[src/rtl/decode_stage_pkg.sv]
// rtl/decode_stage_pkg.sv - shared opcodes, field positions, FSM states and control decode for the decode stage
package decode_stage_pkg;

  localparam int INSTR_W = 16;
  localparam int OPC_W   = 5;
  localparam int REG_W   = 3;
  localparam int SH_W    = 5;

  localparam int OPC_LSB = 11;
  localparam int RS_LSB  = 8;
  localparam int RD_LSB  = 5;
  localparam int SH_LSB  = 0;

  localparam logic [OPC_W-1:0] OP_NOP    = 5'b00000;
  localparam logic [OPC_W-1:0] OP_LDM    = 5'b11000;
  localparam logic [OPC_W-1:0] OP_LDD    = 5'b11001;
  localparam logic [OPC_W-1:0] OP_STD    = 5'b11010;
  localparam logic [OPC_W-1:0] OP_ALU_HI = 5'b10111;

  typedef enum logic {
    NORMAL   = 1'b0,
    WAIT_IMM = 1'b1
  } state_t;

  typedef struct packed {
    logic reg_write;
    logic mem_read;
    logic mem_write;
    logic has_imm;
  } ctrl_t;

  function automatic logic [OPC_W-1:0] op_of(input logic [INSTR_W-1:0] w);
    return w[OPC_LSB +: OPC_W];
  endfunction

  function automatic logic [REG_W-1:0] rs_of(input logic [INSTR_W-1:0] w);
    return w[RS_LSB +: REG_W];
  endfunction

  function automatic logic [REG_W-1:0] rd_of(input logic [INSTR_W-1:0] w);
    return w[RD_LSB +: REG_W];
  endfunction

  function automatic logic [SH_W-1:0] sh_of(input logic [INSTR_W-1:0] w);
    return w[SH_LSB +: SH_W];
  endfunction

  // Jump opcodes (11011..11111) decode to no controls; they are resolved elsewhere.
  function automatic ctrl_t ctrl_decode(input logic [OPC_W-1:0] op);
    ctrl_t c;
    c = '0;
    case (op)
      OP_NOP: c = '0;
      OP_LDM: begin
        c.has_imm   = 1'b1;
        c.reg_write = 1'b1;
      end
      OP_LDD: begin
        c.has_imm   = 1'b1;
        c.mem_read  = 1'b1;
        c.reg_write = 1'b1;
      end
      OP_STD: begin
        c.has_imm   = 1'b1;
        c.mem_write = 1'b1;
      end
      default: c.reg_write = (op <= OP_ALU_HI);
    endcase
    return c;
  endfunction

  function automatic logic is_imm_class(input logic [OPC_W-1:0] op);
    ctrl_t c;
    c = ctrl_decode(op);
    return c.has_imm;
  endfunction

endpackage

[src/rtl/decode_stage_if.sv]
// rtl/decode_stage_if.sv - fetch-to-decode word handshake
interface decode_stage_if #(
  parameter int DATA_W = 16,
  parameter int ADDR_W = 32
);
  logic              if_valid;
  logic [DATA_W-1:0] if_instr;
  logic [ADDR_W-1:0] if_pc_next;
  logic              if_ready;

  modport master (output if_valid, if_instr, if_pc_next, input if_ready);
  modport slave  (input if_valid, if_instr, if_pc_next, output if_ready);
endinterface

[src/rtl/decode_stage_register_file.sv]
// rtl/decode_stage_register_file.sv - 8x16 register file, one write port, two bypassed read ports
module register_file #(
  parameter int DATA_W = 16,
  parameter int NREGS  = 8,
  parameter int AW     = $clog2(NREGS)
) (
  input  logic              clk,
  input  logic              rst_n,
  input  logic              wr_en,
  input  logic [AW-1:0]     wr_addr,
  input  logic [DATA_W-1:0] wr_data,
  input  logic [AW-1:0]     rs_addr,
  output logic [DATA_W-1:0] rs_data,
  input  logic [AW-1:0]     rd_addr,
  output logic [DATA_W-1:0] rd_data
);

  logic [DATA_W-1:0] regs [NREGS];

  always_ff @(posedge clk or negedge rst_n) begin
    if (!rst_n) begin
      for (int i = 0; i < NREGS; i++) regs[i] <= '0;
    end else if (wr_en) begin
      regs[wr_addr] <= wr_data;
    end
  end

  // Write-through so a reader in the same cycle as a writeback sees the new value.
  always_comb begin
    rs_data = regs[rs_addr];
    rd_data = regs[rd_addr];
    if (wr_en && (wr_addr == rs_addr)) rs_data = wr_data;
    if (wr_en && (wr_addr == rd_addr)) rd_data = wr_data;
  end

endmodule

[src/rtl/decode_stage.sv]
// rtl/decode_stage.sv - decode stage: pairs immediates, reads operands, registers the ID/EX bundle
module decode_stage
  import decode_stage_pkg::*;
#(
  parameter int DATA_W = 16,
  parameter int ADDR_W = 32,
  parameter int NREGS  = 8
) (
  input  logic              clk,
  input  logic              rst_n,
  decode_stage_if.slave     fetch,
  input  logic              stall,
  input  logic              flush,
  input  logic              wb_en,
  input  logic [2:0]        wb_addr,
  input  logic [DATA_W-1:0] wb_data,
  output logic              id_valid,
  output logic [4:0]        id_opcode,
  output logic [2:0]        id_rs,
  output logic [2:0]        id_rd,
  output logic [4:0]        id_shamt,
  output logic [DATA_W-1:0] id_rs_val,
  output logic [DATA_W-1:0] id_rd_val,
  output logic [DATA_W-1:0] id_imm,
  output logic [ADDR_W-1:0] id_pc_next,
  output logic              id_reg_write,
  output logic              id_mem_read,
  output logic              id_mem_write,
  output logic              id_has_imm
);

  state_t            state;
  logic [DATA_W-1:0] pend_instr;
  logic [ADDR_W-1:0] pend_pc;

  logic              consume;
  logic              in_is_imm;
  logic              load_instr;
  logic              load_bubble;
  logic [DATA_W-1:0] src_instr;
  ctrl_t             src_ctrl;
  logic [DATA_W-1:0] rs_val;
  logic [DATA_W-1:0] rd_val;

  assign fetch.if_ready = ~stall;

  always_comb begin
    consume     = fetch.if_valid & ~stall & ~flush;
    in_is_imm   = is_imm_class(op_of(fetch.if_instr));
    // In WAIT_IMM the instruction being emitted is the pending one, not the word on the bus.
    src_instr   = (state == WAIT_IMM) ? pend_instr : fetch.if_instr;
    src_ctrl    = ctrl_decode(op_of(src_instr));
    load_instr  = consume & ~((state == NORMAL) & in_is_imm);
    load_bubble = flush | (~stall & ~load_instr);
  end

  register_file #(
    .DATA_W (DATA_W),
    .NREGS  (NREGS)
  ) u_rf (
    .clk     (clk),
    .rst_n   (rst_n),
    .wr_en   (wb_en),
    .wr_addr (wb_addr),
    .wr_data (wb_data),
    .rs_addr (rs_of(src_instr)),
    .rs_data (rs_val),
    .rd_addr (rd_of(src_instr)),
    .rd_data (rd_val)
  );

  always_ff @(posedge clk or negedge rst_n) begin
    if (!rst_n) begin
      state        <= NORMAL;
      pend_instr   <= '0;
      pend_pc      <= '0;
      id_valid     <= 1'b0;
      id_opcode    <= '0;
      id_rs        <= '0;
      id_rd        <= '0;
      id_shamt     <= '0;
      id_rs_val    <= '0;
      id_rd_val    <= '0;
      id_imm       <= '0;
      id_pc_next   <= '0;
      id_reg_write <= 1'b0;
      id_mem_read  <= 1'b0;
      id_mem_write <= 1'b0;
      id_has_imm   <= 1'b0;
    end else begin
      if (flush) begin
        state      <= NORMAL;
        pend_instr <= '0;
        pend_pc    <= '0;
      end else if (consume) begin
        if ((state == NORMAL) && in_is_imm) begin
          state      <= WAIT_IMM;
          pend_instr <= fetch.if_instr;
          pend_pc    <= fetch.if_pc_next;
        end else begin
          state <= NORMAL;
        end
      end

      if (load_bubble) begin
        id_valid     <= 1'b0;
        id_opcode    <= '0;
        id_rs        <= '0;
        id_rd        <= '0;
        id_shamt     <= '0;
        id_rs_val    <= '0;
        id_rd_val    <= '0;
        id_imm       <= '0;
        id_pc_next   <= '0;
        id_reg_write <= 1'b0;
        id_mem_read  <= 1'b0;
        id_mem_write <= 1'b0;
        id_has_imm   <= 1'b0;
      end else if (load_instr) begin
        id_valid     <= 1'b1;
        id_opcode    <= op_of(src_instr);
        id_rs        <= rs_of(src_instr);
        id_rd        <= rd_of(src_instr);
        id_shamt     <= sh_of(src_instr);
        id_rs_val    <= rs_val;
        id_rd_val    <= rd_val;
        id_imm       <= (state == WAIT_IMM) ? fetch.if_instr : '0;
        id_pc_next   <= (state == WAIT_IMM) ? pend_pc : fetch.if_pc_next;
        id_reg_write <= src_ctrl.reg_write;
        id_mem_read  <= src_ctrl.mem_read;
        id_mem_write <= src_ctrl.mem_write;
        id_has_imm   <= src_ctrl.has_imm;
      end
    end
  end

endmodule

[src/flat_wrapper.sv]
// flat-port wrapper written by rule: the top's interface ports become plain ports
module decode_stage_flat import decode_stage_pkg::*;
#(
  parameter int DATA_W = 16,
  parameter int ADDR_W = 32,
  parameter int NREGS  = 8
)
  (clk, rst_n, stall, flush, wb_en, wb_addr, wb_data, id_valid, id_opcode, id_rs, id_rd, id_shamt, id_rs_val, id_rd_val, id_imm, id_pc_next, id_reg_write, id_mem_read, id_mem_write, id_has_imm, fetch_if_valid, fetch_if_instr, fetch_if_pc_next, fetch_if_ready);
  decode_stage_if #(.DATA_W(DATA_W), .ADDR_W(ADDR_W)) fetch_i ();
  input  logic clk;
  input  logic rst_n;
  input  logic stall;
  input  logic flush;
  input  logic wb_en;
  input  logic [2:0] wb_addr;
  input  logic [DATA_W-1:0] wb_data;
  output logic id_valid;
  output logic [4:0] id_opcode;
  output logic [2:0] id_rs;
  output logic [2:0] id_rd;
  output logic [4:0] id_shamt;
  output logic [DATA_W-1:0] id_rs_val;
  output logic [DATA_W-1:0] id_rd_val;
  output logic [DATA_W-1:0] id_imm;
  output logic [ADDR_W-1:0] id_pc_next;
  output logic id_reg_write;
  output logic id_mem_read;
  output logic id_mem_write;
  output logic id_has_imm;
  input wire logic [$bits(fetch_i.if_valid)-1:0] fetch_if_valid;
  input wire logic [$bits(fetch_i.if_instr)-1:0] fetch_if_instr;
  input wire logic [$bits(fetch_i.if_pc_next)-1:0] fetch_if_pc_next;
  output wire logic [$bits(fetch_i.if_ready)-1:0] fetch_if_ready;
  assign fetch_i.if_valid = fetch_if_valid;
  assign fetch_i.if_instr = fetch_if_instr;
  assign fetch_i.if_pc_next = fetch_if_pc_next;
  assign fetch_if_ready = fetch_i.if_ready;
  decode_stage #(.DATA_W(DATA_W), .ADDR_W(ADDR_W), .NREGS(NREGS)) u_core (.clk(clk), .rst_n(rst_n), .fetch(fetch_i), .stall(stall), .flush(flush), .wb_en(wb_en), .wb_addr(wb_addr), .wb_data(wb_data), .id_valid(id_valid), .id_opcode(id_opcode), .id_rs(id_rs), .id_rd(id_rd), .id_shamt(id_shamt), .id_rs_val(id_rs_val), .id_rd_val(id_rd_val), .id_imm(id_imm), .id_pc_next(id_pc_next), .id_reg_write(id_reg_write), .id_mem_read(id_mem_read), .id_mem_write(id_mem_write), .id_has_imm(id_has_imm));
endmodule
[config.mk]
export PLATFORM = sky130hd
export DESIGN_NAME = decode_stage_flat
export DESIGN_NICKNAME = d
export VERILOG_FILES = /design/src/rtl/decode_stage_pkg.sv /design/src/rtl/decode_stage_if.sv /design/src/rtl/decode_stage_register_file.sv /design/src/rtl/decode_stage.sv /design/src/flat_wrapper.sv
export SDC_FILE = /design/constraint.sdc
export NUM_CORES = 1
export LEC_CHECK = 0
export CORE_MARGIN = 2
export CORE_UTILIZATION = 30
export DETAILED_ROUTE_END_ITERATION = 16
export SYNTH_ARGS = -nofsm -noshare
export SYNTH_HDL_FRONTEND = slang
export SYNTH_SLANG_ARGS = --single-unit
[constraint.sdc]
create_clock -name clk -period 2.25 [get_ports clk]
set_input_delay 0.3375 -clock clk [delete_from_list [all_inputs] [get_ports clk]]
set_output_delay 0.3375 -clock clk [all_outputs]
set_load 0.01 [all_outputs]
After elaboration in Yosys (flattened, before gate mapping)
Index checks and enable logic that the tools add are counted.

Output and inout bits: 102. Logic and storage cells: 118. Bits of input ports: 73. Register bits: 278.

$lt $le $gt $ge: 5. Equal/unequal tests: 8. Bitwise gates (word level): 14. Mux-type cells: 54. Reductions and logical operators: 13.

Operators by type and width (number): $mux W16 (18); $mux W32 (6); $bwmux W128 (1); $bmux W16 S3 (2); $demux W16 S3 (1); $eq A5 B5 Y1 const B (6); $mux W5 (4); $mux W1 (17); $ge A4 B4 Y1 const B (3); $mux W3 (4); $not A3 Y4 (3); $eq A3 B3 Y1 (2); $reduce_bool A2 Y1 (3); $reduce_or A3 Y1 (2); $and A1 B1 Y1 (5); $le A5 B5 Y1 const B (1); $logic_not A5 Y1 (1); $not A1 Y1 (5); $logic_and A1 B1 Y1 (4); $lt A4 B1 Y1 const B (1); $reduce_or A2 Y1 (2); $pmux W1 S2 (1); $reduce_and A2 Y1 (1); $or A1 B1 Y1 (1).

Longest topological paths before layout
Word-level depth: 10. Mapped depth: 9. Gate-level depth less buffers: 5.

Modules after synthesis
Synthesis repeated with hierarchy kept, for this count alone.

Cells, all modules: 909. Area total of the unflattened synthesis: 13505.5 µm².

By module, submodules not included: register_file (seq. area each 3203.1 µm², instances 1, cells each 452, area each 7507.2 µm²); decode_stage (seq. area each 3753.6 µm², instances 1, cells each 457, area each 5998.3 µm²).

Least setup slack after synthesis
OpenSTA, ideal clock, no wires.

Path kind: register to register. Start point: reg u_core.state. End point: reg u_core.id_rd_val[10]. Clock period less this slack: 1.794 ns. Required time: 2.124 ns. Stages on the path, launching flop included: 9. Buffers on the path: 3. Arrival time: 1.668 ns. Library setup time: 0.126 ns. Path slack: 0.456 ns. Cell sequence: dfrtp_1 -> buf_6 -> mux2_4 -> xnor2_1 -> and4_1 -> buf_6 -> buf_2 -> a32oi_1 -> o21ai_1.

Word-level cells in the longest chain between the ends: 8. Elaborated cells on any way between the ends: 18. Classes of those cells: eq/ne: 1; mux: 7; bitwise: 8; reduce/logical: 2.

Ends and longest elaborated chain: from (decl) (RTL line decode_stage.sv:32) `state_t state;`; from (signal assigned) (RTL line decode_stage.sv:74) `state <= NORMAL;`; from (signal assigned) (RTL line decode_stage.sv:92) `state <= NORMAL;`; from (signal assigned) (RTL line decode_stage.sv:97) `state <= WAIT_IMM;`; $mux W16 / $not A1 Y1 (equally long branches) (RTL line decode_stage.sv:51, decode_stage.sv:53); $not A3 Y4 (implied by the code) / $and A1 B1 Y1 (equally long branches) (RTL line decode_stage_register_file.sv:31, decode_stage.sv:53); $bmux W16 S3 / $not A1 Y1 (equally long branches) (RTL line decode_stage_register_file.sv:31, decode_stage.sv:53); $mux W16 (implied by the code) / $and A1 B1 Y1 (equally long branches) (RTL line decode_stage_register_file.sv:31, decode_stage.sv:53); $mux W16 (implied by the code) / $not A1 Y1 (equally long branches) (RTL line decode_stage_register_file.sv:31, decode_stage.sv:54); $mux W16 / $and A1 B1 Y1 (equally long branches) (RTL line decode_stage_register_file.sv:33, decode_stage.sv:54); $mux W16 / $or A1 B1 Y1 (equally long branches) (RTL line decode_stage.sv:119, decode_stage.sv:54); $mux W16 / $reduce_bool A2 Y1 (equally long branches); to (signal assigned) (RTL line decode_stage.sv:126) `id_rd_val <= rd_val;`; to (decl) (RTL line decode_stage.sv:23) `output logic [DATA_W-1:0] id_rd_val,`.

Parallel ways exist; a longest one is shown, timed or not. The select of a mux whose other input is x is not followed. A chain may end at the register's enable or synchronous reset.

Final worst setup path
Same ends and word-level chain as after synthesis.

==> metrics.md <==
| Metric | Value |
|---|---|
| F_max | 0.456 GHz |
| CP max FO | 11 |
| Hold slack final | 0.372 ns |
| Commonest non-fill, non-tap cell in the layout | dfrtp_1 |
| Die area | 51,800 um^2 |
| Ports | 175 |
| Asr flop ratio synth | 100% |
| Post-Syn Area per Cell | 9.86 um^2 |
| FILL cells | 4,766 |
| Clock sink count | 278 |
| Post-synthesis sequential area ratio | 46.4% |
| DR vias | 13,360 |
| CTS tree | built |
| WP data arrival | 2.59 ns |
| Overflow after GRT | 0 |
| Leakage | 7.86 nW |
| CTS buffer count | 34 |
| Vias per cell | 5.62 |
| Post-placement cell count | 2,305 |
| Core footprint | 49,200 um^2 |
| Crit share post-route | 97.4% |
| Non-filler cells, final | 2,376 |
| Die extent in x | 228 um |
| Outcome | finished, final reports clean |
| MaxCap Viol Count | 0 |
| Skew-Pair Late Insertion Delay | 0.53 ns |
| Overall Power | 14.3 mW |
| Layout Skew | 0.0188 ns |
| DR pass1 iterations | 7 |
| Max-slew violation count | 0 |
| Area Overhead vs Synth | 28.4% |
| CP Capture Type | flop |
| Least-Margin Pin Slew | 0.666 ns |
| H-tree Lvls | 2 |
| Cell Pwr Density | 745 nW/um^2 |
| # rows | 81 |
| Required time worst endpoint | 2.65 ns |
| Ys flop type | dfrtp_1 |
| GP Congestion | 0.835 |
| Crit path launch type | flop |
| Global Route Usage Sum | 20.4% |
| Nets | 1,758 |
| EDFF count, synth | 0 |
| Detailed Place HPWL | 33.1 mm |
| Clock Path Buffers | 3 |
| Post-Route WL | 54.1 mm |
| Initial antenna violation count | 2 |
| Mapped Area | 15,000 um^2 |
| Tmin final | 2.19 ns |
| Die Height | 228 um |
| Worst hold path class | in2async |
| YS warnings | 0 |
| Layout cells sized above 1 | 17.5% |
| Final setup fails | 0 |
| Relative slew slack | 55.6% |
| CTS Root Cell | clkbuf_16 |
| Commonest cells after routing, fill and taps aside | dfrtp_1, nand2_1, clkdlybuf4s50_1 |
| Starting DRT DRC Count | 1,532 |
| Post-Syn Nets | 1,593 |
| Port buffer count | 174 |
| Number of global-route vias before repair | 13,185 |
| Largest net degree at the start of global routing | 66 |
| Final Hold Vio Count | 0 |
| Wire per inst | 22.8 um |
| Antenna Nets Post-Route | 0 |
| Post-route core utilization | 39.1% |
| Starting density of the core | 30.5% |
| Crit path kind | reg2reg |
| Cell count after synthesis | 1,520 |
| #FFs+latches synth | 278 |
| Max IR drop VDD | 0.000421 V |
| First-pass GRT wire length | 80.7 mm |
| Netlist cell types | 44 |
| Reg clk slew, reported paths | 0.06 ns |
| DR DRC count | 0 |
[synth_stat cells, types with 11 or more instances]
library cell	number	area share [%]
o21ai_0	98	3.3
buf_1	16	0.40
buf_4	11	0.55
clkbuf_1	52	1.3
nand2_1	272	6.8
mux2i_1	45	3.0
o21ai_1	48	1.6
nor2b_1	132	5.5
a22o_1	90	5.3
dfrtp_1	278	46
a21oi_1	68	2.3
a221oi_1	34	2.0
mux2_2	126	9.5
buf_2	49	1.6
buf_6	13	0.98
a32oi_1	32	1.9
o22ai_1	96	4.0
[area by class of cell]
class,count,area [um^2],share of cell area (%)
well taps,664,831,4.32
flip-flops and latches,278,6960,36.2
clock buffers,57,1060,5.51
clock inverters,5,50.0,0.260
inverters,2,7.51,0.0390
multi-input cells,1101,7350,38.2
diodes,1,2.50,0.0130
repair buffers,268,2970,15.4
[power by group]
group | leakage [nW] | total, mW | switching, mW | internal, mW
combinational | 3.72 | 2.72 | 1.30 | 1.42
sequential | 3.60 | 6.15 | 0.557 | 5.59
clock | 0.545 | 5.47 | 2.15 | 3.32
[path summary, 6_finish.rpt]
| path | start | endpoint | slack (ns) | cells after the start |
|---|---|---|---|---|
| setup / recovery | u_core.state | u_core.id_rd_val[10] | 0.06 | 5 |
| max in group asynchronous | rst_n | u_core.u_rf.regs[1] | 1.08 | 3 |
| hold / removal | rst_n | u_core.pend_pc[7] | 0.37 | 2 |
| min in group clk | fetch_if_instr[8] | u_core.pend_instr[8] | 0.46 | 3 |
| setup reg to reg | u_core.state | u_core.id_rd_val[10] | 0.06 | 5 |
| hold reg to reg | u_core.id_pc_next[14] | u_core.id_pc_next[14] | 0.48 | 2 |
[critical path: stages, from the launching register on]
cell,delay [ns]
dfrtp_4,0.59
mux2_4,0.43
xnor2_1,0.20
and4_2,0.35
nand2b_2,0.36
o21ai_1,0.12
[per-layer routing]
| metal | GRT usage [%] | part of all wire (%) | vias up |
|---|---|---|---|
| met5 | 0 | 0 | - |
| met2 | 32.0 | 45 | 829 |
| met4 | 9.64 | 4.2 | 0 |
| met3 | 4.88 | 10 | 184 |
| met1 | 26.6 | 41 | 6515 |
| li1 | - | - | 5832 |
[per-stage QoR]
step	setup WS [ns]	area [um^2]	setup TNS [ns]
floorplan	0.456	15000	0
global placement	-0.325	18000	-10.07
detailed placement	-0.404	18000	-12.20
CTS	0.0686	19200	0
finish	0.0578	19200	0
global route	-0.0296	19200	-0.210
[sequential cells by signal (all words and copies together) (netlist names), 3 cells and up]
register	cells
u_core.id_pc_next	32
u_core.id_rd_val	16
u_core.pend_instr	16
u_core.id_imm	16
u_core.id_rs_val	16
u_core.id_rd	3
u_core.pend_pc	32
u_core.u_rf.regs	128
u_core.id_shamt	5
u_core.id_rs	3
u_core.id_opcode	5
[logic make-up after synthesis]
group | synth area share (%)
buffers and inverters | 4.92
and+or+nand+nor | 14.0
DFF | 46.4
AOI/OAI and AO/OA | 20.8
muxes | 13.5
xor gates and xnor gates | 0.351
[timing repair]
action | 4_1_cts | 5_1_grt
resized for setup | 1 | 1
hold endpoints to repair | 57 | 0
setup endpoints to repair | 32 | 25
pin swaps | 1 | 0
buffers inserted | 2 | 3
gates cloned | 1 | 1
hold buffers | 1 | 0
Note: power is estimated with default switching activity, not from simulation.
